File: src/rtl/stopwatch_core_pkg.sv
`default_nettype none
// ============================================================================
//  Module      : stopwatch_core_pkg
//  Description : Shared constants and helpers for the stopwatch core: digit
//                width, prescaler ratio computation with its validity check,
//                and per-digit base extraction from the packed base vector.
//  Revision    : 1.0  initial release
// ============================================================================
package stopwatch_core_pkg;

    // Every digit is carried as a 4-bit BCD-style nibble regardless of base.
    localparam int DIGIT_W = 4;

    // Largest supported digit count; the packed base vector is at most 32 bits.
    localparam int MAX_DIGITS = 8;

    // Exact clock-to-tick ratio.
    function automatic int calc_div(input int clk_hz, input int tick_hz);
        if (tick_hz <= 0) begin
            return 0;
        end
        return clk_hz / tick_hz;
    endfunction

    // True when the ratio is exact and the prescaler has at least two states.
    function automatic bit div_ok(input int clk_hz, input int tick_hz);
        if (tick_hz <= 0) begin
            return 1'b0;
        end
        return ((clk_hz % tick_hz) == 0) && ((clk_hz / tick_hz) >= 2);
    endfunction

    // Base of digit k from a packed base vector (digit 0 in the low nibble).
    function automatic int digit_base(input logic [DIGIT_W*MAX_DIGITS-1:0] bases,
                                      input int k);
        return int'(bases[k*DIGIT_W +: DIGIT_W]);
    endfunction

endpackage : stopwatch_core_pkg
`default_nettype wire

File: src/rtl/stopwatch_digit.sv
`default_nettype none
// ============================================================================
//  Module      : stopwatch_digit
//  Description : Single counter digit with a configurable base. Steps up or
//                down by one when enabled, wraps at its own boundaries and
//                clamps loaded values to base-1. Carry decisions belong to the
//                parent; this block only reports at_max / at_zero.
//  Revision    : 1.0  initial release
// ============================================================================
module stopwatch_digit
    import stopwatch_core_pkg::*;
#(
    parameter int BASE = 10
) (
    input  logic               clk,
    input  logic               rst_n,
    input  logic               clear,
    input  logic               load,
    input  logic [DIGIT_W-1:0] load_value,
    input  logic               enable,
    input  logic               up_down,
    output logic [DIGIT_W-1:0] value,
    output logic               at_max,
    output logic               at_zero
);

    if ((BASE < 2) || (BASE > 10)) begin : g_bad_base
        $error("stopwatch_digit: BASE must be in 2..10");
    end

    localparam logic [DIGIT_W-1:0] MAX_VAL = DIGIT_W'(BASE - 1);

    logic [DIGIT_W-1:0] load_clamped;

    // Out-of-range load digits saturate at the largest legal value.
    assign load_clamped = (load_value > MAX_VAL) ? MAX_VAL : load_value;

    assign at_max  = (value == MAX_VAL);
    assign at_zero = (value == '0);

    // Digit register: clear beats load beats a counting step.
    always_ff @(posedge clk or negedge rst_n) begin
        if (!rst_n) begin
            value <= '0;
        end else if (clear) begin
            value <= '0;
        end else if (load) begin
            value <= load_clamped;
        end else if (enable) begin
            if (up_down) begin
                value <= at_max ? '0 : value + 1'b1;
            end else begin
                value <= at_zero ? MAX_VAL : value - 1'b1;
            end
        end
    end

endmodule : stopwatch_digit
`default_nettype wire

File: src/rtl/stopwatch_core.sv
`default_nettype none
// ============================================================================
//  Module      : stopwatch_core
//  Description : Multi-digit stopwatch / countdown. An exact-ratio prescaler
//                produces count ticks while running; each tick steps a cascade
//                of per-digit counters. Supports start/stop, clear, parallel
//                load, lap hold and wrap-or-hold at the count limit.
//  Revision    : 1.0  initial release
// ============================================================================
module stopwatch_core
    import stopwatch_core_pkg::*;
#(
    parameter int                          NUM_DIGITS    = 4,
    parameter logic [DIGIT_W*NUM_DIGITS-1:0] DIGIT_BASES = {4'd6, 4'd10, 4'd6, 4'd10},
    parameter int                          CLK_FREQ_HZ   = 100_000_000,
    parameter int                          TICK_HZ       = 1,
    parameter int                          STOP_AT_LIMIT = 0
) (
    input  logic                          clk,
    input  logic                          rst_n,
    input  logic                          start,
    input  logic                          stop,
    input  logic                          clear,
    input  logic                          load,
    input  logic [DIGIT_W*NUM_DIGITS-1:0] load_value,
    input  logic                          up_down,
    input  logic                          lap,
    output logic [DIGIT_W*NUM_DIGITS-1:0] count,
    output logic [DIGIT_W*NUM_DIGITS-1:0] display,
    output logic                          running,
    output logic                          lap_active,
    output logic                          wrap,
    output logic                          done
);

    // ------------------------------------------------------------------------
    // Elaboration-time parameter checks
    // ------------------------------------------------------------------------
    if (!div_ok(CLK_FREQ_HZ, TICK_HZ)) begin : g_bad_div
        $error("stopwatch_core: CLK_FREQ_HZ must be an exact multiple (>=2) of TICK_HZ");
    end

    if ((NUM_DIGITS < 1) || (NUM_DIGITS > MAX_DIGITS)) begin : g_bad_digits
        $error("stopwatch_core: NUM_DIGITS must be in 1..8");
    end

    localparam int            DIV       = calc_div(CLK_FREQ_HZ, TICK_HZ);
    localparam int            PW        = (DIV > 2) ? $clog2(DIV) : 1;
    localparam logic [PW-1:0] PRE_LAST  = PW'(DIV - 1);
    localparam bit            HOLD_MODE = (STOP_AT_LIMIT != 0);
    localparam int            CW        = DIGIT_W * NUM_DIGITS;

    // ------------------------------------------------------------------------
    // Internal state
    // ------------------------------------------------------------------------
    logic [PW-1:0]         prescaler;
    logic [CW-1:0]         lap_reg;
    logic [NUM_DIGITS-1:0] at_max;
    logic [NUM_DIGITS-1:0] at_zero;
    logic [NUM_DIGITS-1:0] digit_en;
    logic [NUM_DIGITS:0]   carry;

    logic pre_at_end;
    logic tick;
    logic at_limit;
    logic step_allowed;

    // A tick is only honoured when no higher-priority control is present:
    // clear/load discard it and stop suppresses it.
    assign pre_at_end = (prescaler == PRE_LAST);
    assign tick       = running && pre_at_end && !clear && !load && !stop;

    // The limit depends on direction: all-max going up, all-zero going down.
    assign at_limit = up_down ? (&at_max) : (&at_zero);

    // In hold mode a tick at the limit must leave every digit untouched.
    assign step_allowed = tick && !(HOLD_MODE && at_limit);

    // ------------------------------------------------------------------------
    // Carry chain: digit k steps when all lower digits are at their boundary
    // for the current direction. At the limit every digit steps, which is
    // exactly the all-0 / all-max roll-over.
    // ------------------------------------------------------------------------
    assign carry[0] = step_allowed;

    for (genvar k = 0; k < NUM_DIGITS; k++) begin : g_digit
        assign carry[k+1]  = carry[k] && (up_down ? at_max[k] : at_zero[k]);
        assign digit_en[k] = carry[k];

        stopwatch_digit #(
            .BASE (digit_base(32'(DIGIT_BASES), k))
        ) u_digit (
            .clk        (clk),
            .rst_n      (rst_n),
            .clear      (clear),
            .load       (load),
            .load_value (load_value[k*DIGIT_W +: DIGIT_W]),
            .enable     (digit_en[k]),
            .up_down    (up_down),
            .value      (count[k*DIGIT_W +: DIGIT_W]),
            .at_max     (at_max[k]),
            .at_zero    (at_zero[k])
        );
    end

    // Run control and prescaler, in priority clear > load > stop > start.
    always_ff @(posedge clk or negedge rst_n) begin
        if (!rst_n) begin
            running   <= 1'b0;
            prescaler <= '0;
        end else if (clear || load) begin
            prescaler <= '0;
        end else if (stop) begin
            running   <= 1'b0;
        end else if (start && !running) begin
            running   <= 1'b1;
            prescaler <= '0;
        end else if (running) begin
            if (pre_at_end) begin
                prescaler <= '0;
                if (HOLD_MODE && at_limit) begin
                    running <= 1'b0;
                end
            end else begin
                prescaler <= prescaler + 1'b1;
            end
        end
    end

    // Limit event pulses, high for the single cycle after the tick edge.
    always_ff @(posedge clk or negedge rst_n) begin
        if (!rst_n) begin
            wrap <= 1'b0;
            done <= 1'b0;
        end else begin
            wrap <= tick && at_limit && !HOLD_MODE;
            done <= tick && at_limit && HOLD_MODE;
        end
    end

    // Lap hold: first pulse freezes the current count, second releases it.
    always_ff @(posedge clk or negedge rst_n) begin
        if (!rst_n) begin
            lap_reg    <= '0;
            lap_active <= 1'b0;
        end else if (clear) begin
            lap_reg    <= '0;
            lap_active <= 1'b0;
        end else if (lap) begin
            if (lap_active) begin
                lap_active <= 1'b0;
            end else begin
                lap_reg    <= count;
                lap_active <= 1'b1;
            end
        end
    end

    assign display = lap_active ? lap_reg : count;

endmodule : stopwatch_core
`default_nettype wire
File: config.mk
export PLATFORM = sky130hd
export DESIGN_NAME = stopwatch_core
export DESIGN_NICKNAME = d
export VERILOG_FILES = /design/src/rtl/stopwatch_core_pkg.sv /design/src/rtl/stopwatch_digit.sv /design/src/rtl/stopwatch_core.sv
export SDC_FILE = /design/constraint.sdc
export NUM_CORES = 1
export LEC_CHECK = 0
export BUFFER_PORTS_ARGS = -buffer_cell sky130_fd_sc_hd__buf_2
export CORE_MARGIN = 4
export CORE_UTILIZATION = 45
export CTS_BUF_LIST = sky130_fd_sc_hd__clkbuf_4
export DETAILED_ROUTE_END_ITERATION = 8
export PLACE_DENSITY = 0.68
export SETUP_SLACK_MARGIN = 0.4
export SYNTH_ARGS = -nofsm -noshare
export SYNTH_HDL_FRONTEND = slang
export SYNTH_SLANG_ARGS = --single-unit
File: constraint.sdc
create_clock -name clk -period 2.7 [get_ports clk]
set_clock_uncertainty 0.1 [all_clocks]
set_input_delay 0.27 -clock clk [delete_from_list [all_inputs] [get_ports clk]]
set_output_delay 0.27 -clock clk [all_outputs]
set_load 0.05 [all_outputs]
==> run summary <==
Hold path depth = 3
Slew HR = 53.1%
Antenna-violating nets left = 0
GRT Util Overall = 19.8%
Initial core utilization = 46.3%
Flip-flop and latch count after synthesis = 62
Synth warnings = 0
Leak = 2.18 nW
Antenna Cells = 0
Hold Fails Final Rpt = 0
Largest net degree at the start of global routing = 36
Skew-Pair Late Insertion Delay = 0.41 ns
Die Span Y = 106 um
Setup crit end kind = flip-flop
PwrDens = 444 nW/um^2
Detailed Route WL = 10800 um
Final Setup Violations = 0
Post-route setup TNS = 0 ns
Vias per Instance = 5.69
First-pass GRT wire length = 18300 um
Core area = 9280 sq um
Main synth FF type = dfrtp_1
Reg2reg start = g_digit[2].u_digit.value[0]
Worst flop-to-flop path endpoint = g_digit[3].u_digit.value[1]
Hold Path Sink = g_digit[0].u_digit.value[3]
Fmax = 0.443 GHz
Min-Delay Path Class = in -> reg
Sequential share of the synthesized area = 36.1%
WHS = 0.0931 ns
DR iter-0 viols = 184
Detailed-route DRC error count = 0
Initial antenna violation count = 0
Psw = 0.820 mW
Max reg flops = 27
Post-Syn Area per Cell = 9.09 sq um
CP startpoint kind = flip-flop
Cell taking the most area after synthesis = dfrtp_1
Total power = 2.17 mW
Crit path time final = 2.26 ns
Met2 Use GR = 33.8%
Post-DP HPWL = 7960 um
RSZ-0062 raised after global routing = yes
Synth Instances = 473
Asr flop ratio synth = 100%
Critical Path AT = 2.45 ns
Slew @ Worst Pin = 0.699 ns
Fillers = 884
Crit Path Category = reg -> reg
Top Usage Layer GRT = met2
Cells on worst reg2reg path = 8
Buffers on Ports = 58
Inserted Clock Buffers = 9
Reg-to-reg slack, setup = 0.44 ns
Status = finished, final reports clean
Ports = 60
Critical Path Fanout Max = 7
Drt wl/cell = 16.2 um
CTS Buffer Depth = 2
Clk pwr share = 24.5%
TritonCTS clock tree = built
Yosys cell types = 70
Clk root buf = clkbuf_4
Critical Path RT = 2.89 ns
Chip width = 106 um
# H-tree levels = 3
Grt ovf = 0
Final Cycle Share = 83.6%
Post-layout util = 52.7%
DRT Pass-1 Iters = 4
Max Slew Vio Count = 0
Synth-to-Final Area Change = 13.7%
Sw frac = 37.8%
Post-synth EDFFs = 0
Synth Cell Area = 4300 sq um
Logic pwr share = 27.8%
GPL Wtd Cong = 0.909
Layout Nets = 569
GR Util met3 = 4.90%
Vias = 3791
# rows = 35
Layout cell share with drive strength beyond 1 = 26.6%
Synthesized Nets = 510
Hold Crit Start = load_value[3]
Met1 Track Usage GR = 25.2%
Worst-path clk slew = 0.11 ns
Peak VDD IR = 0.220 mV
Internal = 1.35 mW
Die ar. = 11200 sq um
Register share of total power = 47.7%
Area contributors post-synth = dfrtp_1 36%, nor2_1 5.1%, mux2i_1 5.1%, nand2_1 4.3%, ha_1 3.8%
Yosys top cell area share = 36.1%
# clock sinks = 62
Vias in the first global route = 3794
Max-cap viol count = 0
what timing repair did:
| action | in CTS | in global routing |
|---|---|---|
| hold buffers | 1 | 0 |
| gates resized for setup | 5 | 9 |
| endpoints found under the setup margin | 12 | 7 |
| setup buffers | 2 | 2 |
| pin swaps | 1 | 1 |
| endpoints found under the hold margin | 27 | 0 |
cell usage in the layout, fill, tap and decap left out, types with 7 or more instances in the layout:
master and count:
nor2_1 59, buf_2 58, dfrtp_1 56, nand2_1 49, o21ai_0 27, mux2i_1 22, nand3_1 20, a21oi_1 14
buf_4 13, inv_1 12, mux2_2 12, nor3_1 11, ha_1 11, xnor2_1 10, clkbuf_4 10, nand4_1 9
xor2_1 9, nand2b_1 7, a211oi_1 7, a31oi_1 7
cell families (layout without fill, tap and decap cells):
logic type / count (synthesis) / count (layout) / share of synthesized area [%]
adder cells (fa/ha/maj): 13 / 13 / 3.78
XOR/XNOR: 19 / 19 / 3.87
other: 1 / 1 / 0.0872
buffers and inverters: 40 / 104 / 4.86
flip-flops: 62 / 62 / 36.1
multiplexers: 36 / 36 / 9.31
AO/OA/AOI/OAI: 93 / 93 / 15.2
AND/OR/NAND/NOR: 209 / 209 / 26.8
Yosys cell counts (all sizes together) (3+ instances only):
cell,number
a2111oi,3
a211oi,8
a21oi,14
a31oi,7
and2,5
and3,9
and4,5
buf,9
clkbuf,16
dfrtp,62
ha,13
inv,14
mux2,12
mux2i,22
nand2,49
nand2b,7
nand3,21
nand4,10
nor2,61
nor3,12
nor3b,3
nor4,7
nor4b,7
o211ai,3
o21a,3
o21ai,30
o21bai,3
o311a,3
xnor2,10
xor2,9
power by group through the flow:
| stage | sequential (mW) | combinational (mW) | clock, mW |
|---|---|---|---|
| floorplan | 1.10 | 0.372 | 0 |
| global placement | 1.05 | 0.569 | 0 |
| detailed placement | 1.05 | 0.578 | 0 |
| CTS | 1.03 | 0.589 | 0.554 |
| global route | 1.05 | 0.651 | 0.606 |
| finish | 1.04 | 0.603 | 0.531 |
metal layers:
layer  routed length, um  vias up  share of wire, %
met4                 198        0               1.8
met5                   0        -                 0
met3                 665       20               6.2
met2                5320      131                49
li1                    -     1835                 -
met1                4620     1805                43
worst max path at each step:
| stage | cells after the start | slack [ns] | endpoint | startpoint |
|---|---|---|---|---|
| 2_1_floorplan | 5 | 0.07 | lap_reg[10] | lap_active |
| 3_3_place_gp | 7 | 0.46 | g_digit[3].u_digit.value[0] | g_digit[2].u_digit.value[0] |
| 3_5_place_dp | 7 | 0.32 | g_digit[3].u_digit.value[0] | g_digit[2].u_digit.value[1] |
| 4_1_cts | 8 | 0.41 | g_digit[3].u_digit.value[0] | g_digit[2].u_digit.value[0] |
| 5_1_grt | 8 | 0.35 | g_digit[3].u_digit.value[1] | g_digit[2].u_digit.value[0] |
| 6_report | 8 | 0.44 | g_digit[3].u_digit.value[1] | g_digit[2].u_digit.value[0] |
worst max-delay path, cell delays in order (launching register included):
cell and delay (ns):
dfrtp_2 0.46, buf_4 0.16, ha_1 0.24, and4b_2 0.28, o22ai_2 0.16, nor4_4 0.07, buf_4 0.16, or4_1 0.38
o311ai_0 0.11
layout make-up:
class / count / area (sq um) / share of cell area, %
Multi-Input combinational cell: 371 / 2590 / 53.0
Sequential cell: 62 / 1560 / 31.9
Timing Repair Buffer: 73 / 418 / 8.55
Tap cell: 129 / 161 / 3.30
Clock buffer: 10 / 75.1 / 1.54
Inverter: 15 / 56.3 / 1.15
Clock inverter: 6 / 28.8 / 0.589
per-stage QoR:
| stage | setup WS (ns) | instance area (sq um) | std cells |
|---|---|---|---|
| after global routing | 0.347 | 4890 | 666 |
| after detailed placement | 0.316 | 4690 | 645 |
| final | 0.444 | 4890 | 666 |
| after global placement | 0.460 | 4690 | 645 |
| after floorplan | 0.0694 | 4310 | 473 |
| after CTS | 0.406 | 4850 | 664 |
Power figures use the tool's default switching activity.
